==> src/rtl/alu_result_collector.sv <==
// alu_result_collector: receives ALU_64_bit results into a small
// first-word-fall-through FIFO, hands them downstream over valid/ready,
// and keeps bring-up statistics (op/zero counters, illegal-op flag,
// rotating-XOR signature of accepted results).
module alu_result_collector #(
  parameter int unsigned DEPTH = 4,
  parameter int unsigned CNT_W = 16
) (
  input  logic             clk,
  input  logic             reset_n,
  input  logic             in_valid,
  output logic             in_ready,
  input  logic [63:0]      in_result,
  input  logic             in_zero,
  input  logic [3:0]       in_aluop,
  output logic             out_valid,
  input  logic             out_ready,
  output logic [63:0]      out_result,
  output logic             out_zero,
  output logic [3:0]       out_aluop,
  input  logic             clr_stats,
  output logic [CNT_W-1:0] op_count,
  output logic [CNT_W-1:0] zero_count,
  output logic [63:0]      signature,
  output logic             err_illegal
);

  localparam int unsigned AW = (DEPTH > 1) ? $clog2(DEPTH) : 1;

  // Opcodes the ALU is allowed to issue
  typedef enum logic [3:0] {
    OP_AND = 4'b0000,
    OP_OR  = 4'b0001,
    OP_ADD = 4'b0010,
    OP_SUB = 4'b0110,
    OP_NOR = 4'b1100
  } aluop_e;

  // FIFO storage
  logic [63:0]      res_mem_q  [DEPTH];
  logic             zero_mem_q [DEPTH];
  logic [3:0]       op_mem_q   [DEPTH];

  // Pointers and occupancy
  logic [AW-1:0]    wr_ptr_q, wr_ptr_d;
  logic [AW-1:0]    rd_ptr_q, rd_ptr_d;
  logic [AW:0]      count_q, count_d;

  // Last popped entry, shown on out_* while the FIFO is empty
  logic [63:0]      last_res_q;
  logic             last_zero_q;
  logic [3:0]       last_op_q;

  // Statistics
  logic [CNT_W-1:0] op_cnt_q, op_cnt_d;
  logic [CNT_W-1:0] zero_cnt_q, zero_cnt_d;
  logic [63:0]      sig_q, sig_d;
  logic             err_q, err_d;

  // Handshake decode
  logic             full, empty;
  logic             op_legal;
  logic             accept;
  logic             push;
  logic             pop;

  // Legal-opcode decode
  always_comb begin
    op_legal = 1'b0;
    unique case (in_aluop)
      OP_AND, OP_OR, OP_ADD, OP_SUB, OP_NOR: op_legal = 1'b1;
      default:                               op_legal = 1'b0;
    endcase
  end

  assign full      = (count_q == (AW+1)'(DEPTH));
  assign empty     = (count_q == '0);
  assign in_ready  = !full;
  assign out_valid = !empty;

  // An illegal op still completes the handshake; it just isn't stored
  assign accept = in_valid && in_ready;
  assign push   = accept && op_legal;
  assign pop    = out_valid && out_ready;

  // Head presentation: live entry when valid, otherwise the last one popped
  always_comb begin
    out_result = last_res_q;
    out_zero   = last_zero_q;
    out_aluop  = last_op_q;
    if (out_valid) begin
      out_result = res_mem_q[rd_ptr_q];
      out_zero   = zero_mem_q[rd_ptr_q];
      out_aluop  = op_mem_q[rd_ptr_q];
    end
  end

  // Pointer and occupancy next-state
  always_comb begin
    wr_ptr_d = wr_ptr_q;
    rd_ptr_d = rd_ptr_q;
    count_d  = count_q;
    if (push) begin
      wr_ptr_d = wr_ptr_q + AW'(1);
    end
    if (pop) begin
      rd_ptr_d = rd_ptr_q + AW'(1);
    end
    if (push && !pop) begin
      count_d = count_q + (AW+1)'(1);
    end else if (pop && !push) begin
      count_d = count_q - (AW+1)'(1);
    end
  end

  // Statistics next-state; clear wins over a same-cycle update
  always_comb begin
    op_cnt_d   = op_cnt_q;
    zero_cnt_d = zero_cnt_q;
    sig_d      = sig_q;
    err_d      = err_q;
    if (accept && !op_legal) begin
      err_d = 1'b1;
    end
    if (clr_stats) begin
      op_cnt_d   = '0;
      zero_cnt_d = '0;
      sig_d      = '0;
    end else if (push) begin
      sig_d = {sig_q[62:0], sig_q[63]} ^ in_result;
      if (op_cnt_q != '1) begin
        op_cnt_d = op_cnt_q + CNT_W'(1);
      end
      if (in_zero && (zero_cnt_q != '1)) begin
        zero_cnt_d = zero_cnt_q + CNT_W'(1);
      end
    end
  end

  // Control and statistics registers
  always_ff @(posedge clk or negedge reset_n) begin
    if (!reset_n) begin
      wr_ptr_q   <= '0;
      rd_ptr_q   <= '0;
      count_q    <= '0;
      op_cnt_q   <= '0;
      zero_cnt_q <= '0;
      sig_q      <= '0;
      err_q      <= 1'b0;
    end else begin
      wr_ptr_q   <= wr_ptr_d;
      rd_ptr_q   <= rd_ptr_d;
      count_q    <= count_d;
      op_cnt_q   <= op_cnt_d;
      zero_cnt_q <= zero_cnt_d;
      sig_q      <= sig_d;
      err_q      <= err_d;
    end
  end

  // FIFO storage write at the tail
  always_ff @(posedge clk or negedge reset_n) begin
    if (!reset_n) begin
      for (int unsigned i = 0; i < DEPTH; i++) begin
        res_mem_q[i]  <= '0;
        zero_mem_q[i] <= 1'b0;
        op_mem_q[i]   <= '0;
      end
    end else if (push) begin
      res_mem_q[wr_ptr_q]  <= in_result;
      zero_mem_q[wr_ptr_q] <= in_zero;
      op_mem_q[wr_ptr_q]   <= in_aluop;
    end
  end

  // Capture the head as it leaves so out_* can hold it while empty
  always_ff @(posedge clk or negedge reset_n) begin
    if (!reset_n) begin
      last_res_q  <= '0;
      last_zero_q <= 1'b0;
      last_op_q   <= '0;
    end else if (pop) begin
      last_res_q  <= res_mem_q[rd_ptr_q];
      last_zero_q <= zero_mem_q[rd_ptr_q];
      last_op_q   <= op_mem_q[rd_ptr_q];
    end
  end

  assign op_count    = op_cnt_q;
  assign zero_count  = zero_cnt_q;
  assign signature   = sig_q;
  assign err_illegal = err_q;

endmodule

==> config.mk <==
export PLATFORM = sky130hd
export DESIGN_NAME = alu_result_collector
export DESIGN_NICKNAME = d
export VERILOG_FILES = /design/src/rtl/alu_result_collector.sv
export SDC_FILE = /design/constraint.sdc
export NUM_CORES = 1
export LEC_CHECK = 0
export ABC_AREA = 1
export CORE_ASPECT_RATIO = 1.25
export CORE_MARGIN = 4
export CORE_UTILIZATION = 41
export CTS_BUF_LIST = sky130_fd_sc_hd__clkbuf_4
export DETAILED_ROUTE_END_ITERATION = 7
export PLACE_DENSITY_LB_ADDON = 0.05
export SYNTH_ARGS = -nofsm -noshare
export SYNTH_HDL_FRONTEND = slang
export SYNTH_SLANG_ARGS = --single-unit
==> constraint.sdc <==
create_clock -name clk -period 2.34 [get_ports clk]
set_clock_uncertainty 0.15 [all_clocks]
set_input_delay 0.351 -clock clk [delete_from_list [all_inputs] [get_ports clk]]
set_output_delay 0.351 -clock clk [all_outputs]
set_load 0.005 [all_outputs]
==> results.toml, run 1 <==
[route]
wl_um = 64080
firstDrtPassIters = 6
drt_iter0_markers = 1157
wl_per_cell_um = 16.92
num_vias = 19356
route.detailed.drc = 0
detail-route-antenna-nets = 0
viasPerCell = 5.111

[global_routing]
antenna_found_initial = 2
track_usage = 0.2261
grt_pass1_vias = 18913
grt_max_degree = 140
grt_pass1_wl_um = 100700
grt_remaining_overflow = 0

[sta]
max_freq_mhz = 328.2
drv_slew = 0
setup_viol_count_final = 69
min_period_ps = 3047
hold_viol = 0
period_share = 1.302
worst_slack_ps = -707.0
finalSetupTns_ps = -41520
worst_pin_slew_ps = 593.0
rsz0062_at_grt = "true"
max_slew_margin = 0.6047
hold_slack_ps = 99.97

[synthesis]
ys_warn_count = 0
synth_edf_count = 0
postSynthRegisterBits = 449
syn-mean-instance-area_sq_um = 8.143
synth-async-reset-ratio = 1.000
yosys_most_used_dff = "dfrtp_1"
syn_area_sq_um = 20780
synthesis.nets = 2634
synth_cell_types = 33
netlist_instances = 2552
yosysSeqAreaShare = 0.5407

[pwr]
ir_worst_vdd_mv = 0.6211
p_leak_nw = 13.68
power_density_nw_per_um2 = 1281
finalPower_mw = 36.31

[cells_and_area]
layout_common_cells = "nand2_1, dfrtp_1, o21ai_1"
nets = 3131
final_area_sq_um = 28340
fill_cells = 4711
layout.cells.non_filler = 3787
syn_to_final_growth_pct = 36.37
finalCoreUtilization = 0.5634
mostFrequentLayoutCell = "nand2_1"
drive_gt1_frac = 0.2146

[status]
violations = "negative setup slack"
status = "finished with violations"

[clock_tree]
cts.path.max_buffers = 3
cts_sinks = 449
cts_tree = "built"
clk_pin_slew_worst_paths_ps = 70
clock_latency_ps = 820
cts_root_buffer = "clkbuf_4"
cts_htree_levels = 3
numCtsBuffers = 117

[placement]
placed_area_sq_um = 24730
port_buffers = 241
hpwl_um = 38090
dp.cells = 3398
pre_cts_slack_ps = -222.3
gp_congestion = 0.8031

[die]
pin_count = 242
initial_core_util = 0.4131
die_w_um = 209.4
die_area_sq_um = 54370
coreArea_sq_um = 50300
rows = 92
die_h_um = 259.7

[setup_path]
arrival_ps = 2550
worstSetupEndpointType = "output pin"
crit_type = "flop to output pin"
cp.required_ps = 1840
worst_setup_path_start_kind = "flop"
slowest_delay_ps = 560
slowest_stage = "dfrtp_4"
crit_chain = "buf_6 > clkbuf_16 > buf_8 > clkbuf_16 > o21ai_2 > o22a_1 > o21ai_2 > buf_2"
cp_max_fo = 8

[flow_run]
maxCapViolCount = 0

[min_path]
worstHoldPathType = "input pin to flop"
Yosys cell counts, drive strengths merged, types with 2 or more instances:
cell    number  share of area
xor2        13         0.0055
o21ai      561           0.14
buf         98          0.025
xnor2        7         0.0030
a21boi       2        0.00072
nand3       99          0.024
o22a        69          0.029
inv         98          0.018
nand3b       2        0.00072
nor2       314          0.059
clkbuf      64          0.012
a21oi        3        0.00072
dfrtp      449           0.54
ha           7         0.0042
nand2      746           0.14
nand4       15         0.0045
kinds of logic after synthesis:
family,synth area share
adders and majority gates,0.005178
buffers and inverters,0.05443
and+or+nand+nor,0.2247
DFF,0.5407
AOI/OAI and AO/OA,0.1660
xor gates and xnor gates,0.008430
muxes,0.0005419
layer usage:
| metal | routed length (um) | GRT usage | vias to the layer above |
|---|---|---|---|
| met5 | 0 | 0 | - |
| met1 | 28490 | 0.2989 | 9311 |
| met4 | 1342 | 0.07833 | 0 |
| met2 | 31260 | 0.3774 | 494 |
| li1 | - | - | 9467 |
| met3 | 2990 | 0.03958 | 84 |
report_power, final:
part	internal (mW)	total (mW)	switching, mW
Sequential	10.8	12.7	1.85
Combinational	8.33	16.9	8.53
Clock	3.59	6.77	3.18
worst max-delay path: cells and delay by family (launching register included):
family | cells | cell delay (ps)
compound gates | 3 | 430
buf+inv | 5 | 720
flops | 1 | 560
path summary, 6_finish.rpt:
kind                                          from                    endpoint  slack [ps]  cells past startpoint
hold / removal                       in_result[13]   signature[13]$_DFFE_PN0P_         100                      4
max in group asynchronous                  reset_n   signature[31]$_DFFE_PN0P_         950                      5
setup reg to reg            count_q[0]$_DFFE_PN0P_      count_q[1]$_DFFE_PN0P_         130                     10
min in group asynchronous                  reset_n  last_res_q[19]$_DFFE_PN0P_         590                      4
hold reg to reg            err_illegal$_DFFE_PN0P_     err_illegal$_DFFE_PN0P_         320                      1
setup / recovery           rd_ptr_q[0]$_DFFE_PN0P_              out_result[54]        -710                      8
state kept, by name, summed over array words and instances (netlist names):
register,flops
zero_count,16
op_mem_q,16
last_op_q,4
signature,64
res_mem_q,256
last_res_q,64
wr_ptr_q,2
zero_mem_q,4
rd_ptr_q,2
count_q,3
err_illegal,1
op_count,16
last_zero_q,1
repair_timing:
item                                    4_1_cts  5_1_grt
pin swaps                                     4      112
endpoints found under the setup margin      164       76
hold buffers                                 48        0
endpoints found under the hold margin       652        0
buffers inserted                             90       46
resized for setup                           271      363
cloned                                        3       12
cell type report:
type | instances | area, sq um | share of cell area
Clock inverter | 21 | 131.4 | 0.004636
Timing Repair inverter | 1 | 16.27 | 0.0005740
Sequential cell | 449 | 11270 | 0.3977
Timing Repair Buffer | 539 | 5502 | 0.1941
Multi-Input combinational cell | 1843 | 8880 | 0.3133
Antenna cell | 2 | 5.005 | 0.0001766
Clock buffer | 176 | 1321 | 0.04662
Inverter | 98 | 390.4 | 0.01378
Tap cell | 658 | 823.3 | 0.02905
No activity file was read; power rests on OpenSTA's default activity.
==> run 2: changes to the inputs <==
- SLEW_MARGIN: unset -> 20
==> results of run 2 <==
The final DEF is identical to that of run 1; final timing and power are the same.
